<file path="config.mk">
export PLATFORM = sky130hd
export DESIGN_NAME = video_loader
export DESIGN_NICKNAME = d
export VERILOG_FILES = /design/src/rtl/video_loader.sv
export SDC_FILE = /design/constraint.sdc
export NUM_CORES = 1
export LEC_CHECK = 0
export ABC_AREA = 0
export CORE_ASPECT_RATIO = 0.6
export CORE_MARGIN = 2
export CORE_UTILIZATION = 55
export CTS_BUF_LIST = sky130_fd_sc_hd__clkbuf_4 sky130_fd_sc_hd__clkbuf_8
export CTS_CLUSTER_DIAMETER = 150
export DETAILED_ROUTE_END_ITERATION = 8
export HOLD_SLACK_MARGIN = 0.05
export PLACE_DENSITY = 0.91
export SYNTH_ARGS = -nofsm -noshare
export SYNTH_HDL_FRONTEND = slang
export SYNTH_SLANG_ARGS = --single-unit
</file>
<file path="constraint.sdc">
create_clock -name system_clock -period 3.3 [get_ports system_clock]
set_input_delay 0.495 -clock system_clock [delete_from_list [all_inputs] [get_ports system_clock]]
set_output_delay 0.495 -clock system_clock [all_outputs]
set_load 0.02 [all_outputs]
</file>
<file path="src/rtl/video_loader.sv">
// Packs a downloaded byte stream into little-endian 32-bit words and writes them to the video buffer.
// One write per word over a four-phase data_write/data_ack handshake; no bytes are taken while a write is in flight.
module video_loader #(
  parameter logic [31:0] BASE_ADDR = 32'd0,
  parameter logic [14:0] MAX_WORDS = 15'd19200
) (
  input  logic        system_clock,
  input  logic        reset,
  input  logic        start,
  input  logic [7:0]  byte_data,
  input  logic        byte_valid,
  input  logic        byte_last,
  output logic        byte_ready,
  output logic [31:0] data_out,
  output logic [31:0] addr_out,
  output logic        data_write,
  input  logic        data_ack,
  output logic        busy,
  output logic        done,
  output logic        overflow,
  output logic [14:0] words_written
);

  typedef enum logic [2:0] {
    S_IDLE,
    S_COLLECT,
    S_WRITE_REQ,
    S_WRITE_REL,
    S_DONE
  } state_t;

  state_t      state_q, state_d;
  logic [1:0]  idx_q, idx_d;
  logic [31:0] acc_q, acc_d;
  logic [31:0] data_q, data_d;
  logic [31:0] addr_q, addr_d;
  logic [14:0] words_q, words_d;
  logic        ovf_q, ovf_d;
  logic        last_q, last_d;
  logic [31:0] merged;

  always_ff @(posedge system_clock or negedge reset) begin
    if (!reset) begin
      state_q <= S_IDLE;
      idx_q   <= 2'd0;
      acc_q   <= 32'd0;
      data_q  <= 32'd0;
      addr_q  <= 32'd0;
      words_q <= 15'd0;
      ovf_q   <= 1'b0;
      last_q  <= 1'b0;
    end else begin
      state_q <= state_d;
      idx_q   <= idx_d;
      acc_q   <= acc_d;
      data_q  <= data_d;
      addr_q  <= addr_d;
      words_q <= words_d;
      ovf_q   <= ovf_d;
      last_q  <= last_d;
    end
  end

  // Insert the incoming byte into its lane; untouched lanes keep the accumulator (zero for fresh words).
  always_comb begin
    merged = acc_q;
    case (idx_q)
      2'd0:    merged[7:0]   = byte_data;
      2'd1:    merged[15:8]  = byte_data;
      2'd2:    merged[23:16] = byte_data;
      default: merged[31:24] = byte_data;
    endcase
  end

  always_comb begin
    state_d    = state_q;
    idx_d      = idx_q;
    acc_d      = acc_q;
    data_d     = data_q;
    addr_d     = addr_q;
    words_d    = words_q;
    ovf_d      = ovf_q;
    last_d     = last_q;
    byte_ready = 1'b0;
    busy       = 1'b0;
    data_write = 1'b0;
    done       = 1'b0;
    case (state_q)
      S_IDLE: begin
        if (start) begin
          words_d = 15'd0;
          ovf_d   = 1'b0;
          idx_d   = 2'd0;
          acc_d   = 32'd0;
          last_d  = 1'b0;
          state_d = S_COLLECT;
        end
      end
      S_COLLECT: begin
        byte_ready = 1'b1;
        busy       = 1'b1;
        if (byte_valid) begin
          if (idx_q == 2'd3 || byte_last) begin
            data_d  = merged;
            addr_d  = BASE_ADDR + {17'd0, words_q};
            last_d  = byte_last;
            acc_d   = 32'd0;
            idx_d   = 2'd0;
            state_d = S_WRITE_REQ;
          end else begin
            acc_d = merged;
            idx_d = idx_q + 2'd1;
          end
        end
      end
      S_WRITE_REQ: begin
        busy       = 1'b1;
        data_write = 1'b1;
        if (data_ack) state_d = S_WRITE_REL;
      end
      S_WRITE_REL: begin
        busy = 1'b1;
        if (!data_ack) begin
          words_d = words_q + 15'd1;
          if (last_q) begin
            state_d = S_DONE;
          end else if (words_q + 15'd1 == MAX_WORDS) begin
            ovf_d   = 1'b1;
            state_d = S_DONE;
          end else begin
            state_d = S_COLLECT;
          end
        end
      end
      S_DONE: begin
        done    = 1'b1;
        state_d = S_IDLE;
      end
      default: state_d = S_IDLE;
    endcase
  end

  assign data_out      = data_q;
  assign addr_out      = addr_q;
  assign overflow      = ovf_q;
  assign words_written = words_q;

endmodule
</file>
==> results.md <==
- Final setup violation count: 0
- Clock root cell: clkbuf_8
- Synthesized cell area: about 0.0046 sq mm
- Fin crit share: ~76%
- Worst skew pair latency: 380 ps
- Slew margin rel.: between 40 and 50%
- Post-synth ARST share: between 90% and 100%
- Pleak: 2.50 nW
- Starting DRT DRC Count: around 220
- Top cell type's share of synthesized area: about 54%
- Port Buffers: 80
- Clock Tree Buf Depth: 2
- Cell taking the most area after synthesis: dfrtp_1
- Starting density of the core: ~58%
- Synth area leaders: dfrtp_1, mux2i_1, a22o_1
- IO Count: 98
- Post-CTS setup buffers: 0
- Die H: roughly 75 um
- Largest net degree at the start of global routing: 92
- WP buf/inv: 1
- WP data required: around 2800 ps
- Vias: ~3,400
- F_max: a little under 400 MHz
- Hpwl dp: between 7000 and 8000 um
- Number of flops mapped to enable cells by yosys: 0
- Unique cell type count in the Yosys netlist: 52
- Worst-path fanout max: 10
- Register area share after synthesis: between 50% and 60%
- Sequential Area: ~0.0025 sq mm
- Htree depth: 3
- Critical path type: flip-flop to output pin
- Tmin final: roughly 2500 ps
- First-pass GRT wire length: between 15,000 and 20,000 um
- Multi-input gate area: ~0.0019 sq mm
- Number of standard cells after synthesis: ~400
- GPL Wtd Cong: ~0.83
- Final nets: between 500 and 600
- Clock tree sinks: about 100
- Remaining global-route overflow: 0
- DRT Wirelength: ~11,000 um
- Layout cell share with drive strength beyond 1: between 10 and 15%
- Worst setup SP type: flip-flop
- Clock Skew: approximately 14 ps
- Yosys reg bits: slightly above 100
- Area of the die: ~0.009 sq mm
- CP peak stage delay: approximately 660 ps
- Synth Warn #: 0
- CP max-delay cell: clkdlybuf4s50_1
- Post-DRT Antenna Nets: 0
- Setup TNS: 0 ps
- Synth Flop Type: dfrtp_1
- Min-Delay Path Class: input port to asynchronous set/reset pin
- CP arrival: around 2000 ps
- Worst setup EP type: output pin
- CP cell instances: nand2b_4, nor2_2, clkdlybuf4s50_1
- CTS tree: done
- Max VDD drop: ~0.40 mV
- Core region area: approximately 0.008 sq mm
- Slew Limit Fails: 0
- Vias in the first global route: approximately 3,100
- Area Overhead vs Synth: 22.1%
- Average routed wire per standard cell: between 15 and 20 um
- Post-Syn Area per Cell: about 11 sq um
- Antenna violations before repair: 0
- Ant diodes: 0
- Cts bufs inserted: 9
- RSZ-0062 raised after global routing: no
- Clock Pin Slew Worst Setup and Hold Paths: around 100 ps
- Setup WS pre-CTS: 935 ps
- Total track usage: 24.7%
- DRC: 0
- Worst-Margin Slew: approximately 830 ps
- Final worst-path setup slack: 784 ps
- Drt pass-1 iters: 4
- Final hold vios: 0
- Die extent in x: about 120 um
- Max-cap violation count: 0
- Num rows: 25
- Status: finished, final reports clean
- Fillcell total: approximately 570
- PD cells: 787 mW/mm^2
- Cell family with most CP delay: buffers and inverters
- DR vias/cell: roughly 5.7
-- sequential cells by signal, indices dropped and copies added, names as in the netlist --
name	cells
data_out	32
overflow	1
idx_q	2
last_q	1
state_q	3
words_written	15
addr_out	15
acc_q	32
-- repair_timing --
action | 4_1_cts | 5_1_grt
hold endpoints to repair | 10 | 0
hold buffers | 1 | 0
gates resized for setup | 0 | 0
-- cell usage after synthesis, types with 2 or more instances --
master and n:
inv_1 8, mux2_2 15, clkbuf_1 6, dfrtp_1 101
o21ai_1 3, buf_1 3, o41ai_1 2, a21oi_1 36
a21o_1 3, and2_1 2, buf_4 17, buf_2 10
nand4_1 6, nand3_1 3, buf_6 2, o21ai_0 20
o21a_1 3, and2_4 2, a32o_1 2, nor2_2 4
o31ai_1 4, a31oi_1 5, a22o_1 25, nand2_1 14
nor2_1 43, mux2i_1 35, ha_1 5, nor2b_1 8
-- final timing paths --
path / from / to / slack [ps] / depth (start not counted)
worst max-delay path: state_q[2]$_DFFE_PN0P_ / byte_ready / 780 / 3
worst min-delay path: reset / data_out[8]$_DFFE_PN0P_ / 480 / 2
worst max register to register: words_written[1]$_DFFE_PN0P_ / state_q[0]$_DFFE_PN0P_ / 1160 / 6
worst min register to register: acc_q[2]$_DFFE_PN0P_ / acc_q[2]$_DFFE_PN0P_ / 510 / 1
max in group asynchronous: reset / words_written[8]$_DFFE_PN0P_ / 2140 / 3
min in group system_clock: acc_q[2]$_DFFE_PN0P_ / acc_q[2]$_DFFE_PN0P_ / 510 / 1
-- report_power, final --
group	leakage, nW	switching [mW]	internal (mW)	total (mW)
combinational	1.07	1.02	0.833	1.86
clock	0.103	0.420	0.381	0.801
sequential	1.32	0.248	1.56	1.81
total	2.50	1.69	2.77	4.46
-- metal layers --
metal	vias to the layer above	global-route usage [%]	wire length [um]
met5	-	0	0
met4	0	6.90	110
met3	10	7.35	705
met2	120	37.2	4850
met1	1698	35.4	4930
li1	1588	-	-
-- placed cells by master, fill, tap and decap left out, drive strengths merged, types with 2 or more instances in the layout --
master	synthesis	final
clkinv	0	3
buf	32	6
ha	5	5
a31oi	5	5
nor2	48	48
nor3b	2	2
nand3	3	3
inv	8	8
a32o	2	2
nand2b	2	2
clkbuf	6	11
mux2i	35	35
conb	1	17
nand2	14	14
o21a	3	3
o21ai	23	23
clkdlybuf4s50	0	79
a21o	3	3
nor4b	3	3
o41ai	2	2
nor2b	8	8
a21oi	36	36
and3	2	2
nand4	7	7
a22o	25	25
nor3	2	2
o31ai	4	4
dfrtp	101	101
mux2	15	15
and2	6	6
-- worst reg2reg max path, delay by kind of cell (launching register included) --
family	cells	cell delay (ps)
simple gates	3	950
fa+ha+maj	1	300
xor+xnor	1	110
flops	1	480
compound gates	1	140
-- layout make-up --
class | count | share of cell area [%]
flip-flops and latches | 101 | 44.6
multi-input cells | 280 | 33.7
repair buffers | 86 | 15.1
clock buffers | 11 | 2.56
well taps | 108 | 2.38
clock inverters | 5 | 1.06
inverters | 8 | 0.530
-- metrics by stage --
stage | utilization [%] | instances | total power, mW | cell area [sq um] | hold slack [ps]
2_1_floorplan | - | 427 | 2.94 | 4700 | 199
3_3_place_gp | 67.8 | 582 | 3.59 | 5450 | 335
3_5_place_dp | 67.8 | 582 | 3.67 | 5450 | 337
4_1_cts | 70.5 | 599 | 4.48 | 5670 | 467
5_1_grt | 70.5 | 599 | 4.73 | 5670 | 486
6_report | 70.5 | 599 | 4.46 | 5670 | 479
-- cells by family (layout without fill, tap and decap cells) --
| logic type | after synthesis | in the layout | share of synthesized area (%) |
|---|---|---|---|
| simple gates | 99 | 99 | 12.1 |
| mux | 50 | 50 | 11.2 |
| flops | 101 | 101 | 54.4 |
| xor+xnor | 2 | 2 | 0.377 |
| compound gates | 107 | 107 | 14.8 |
| other cells | 1 | 17 | 0.0807 |
| fa+ha+maj | 5 | 5 | 1.35 |
| buf+inv | 46 | 110 | 5.68 |
(Power assumes the default switching activity.)
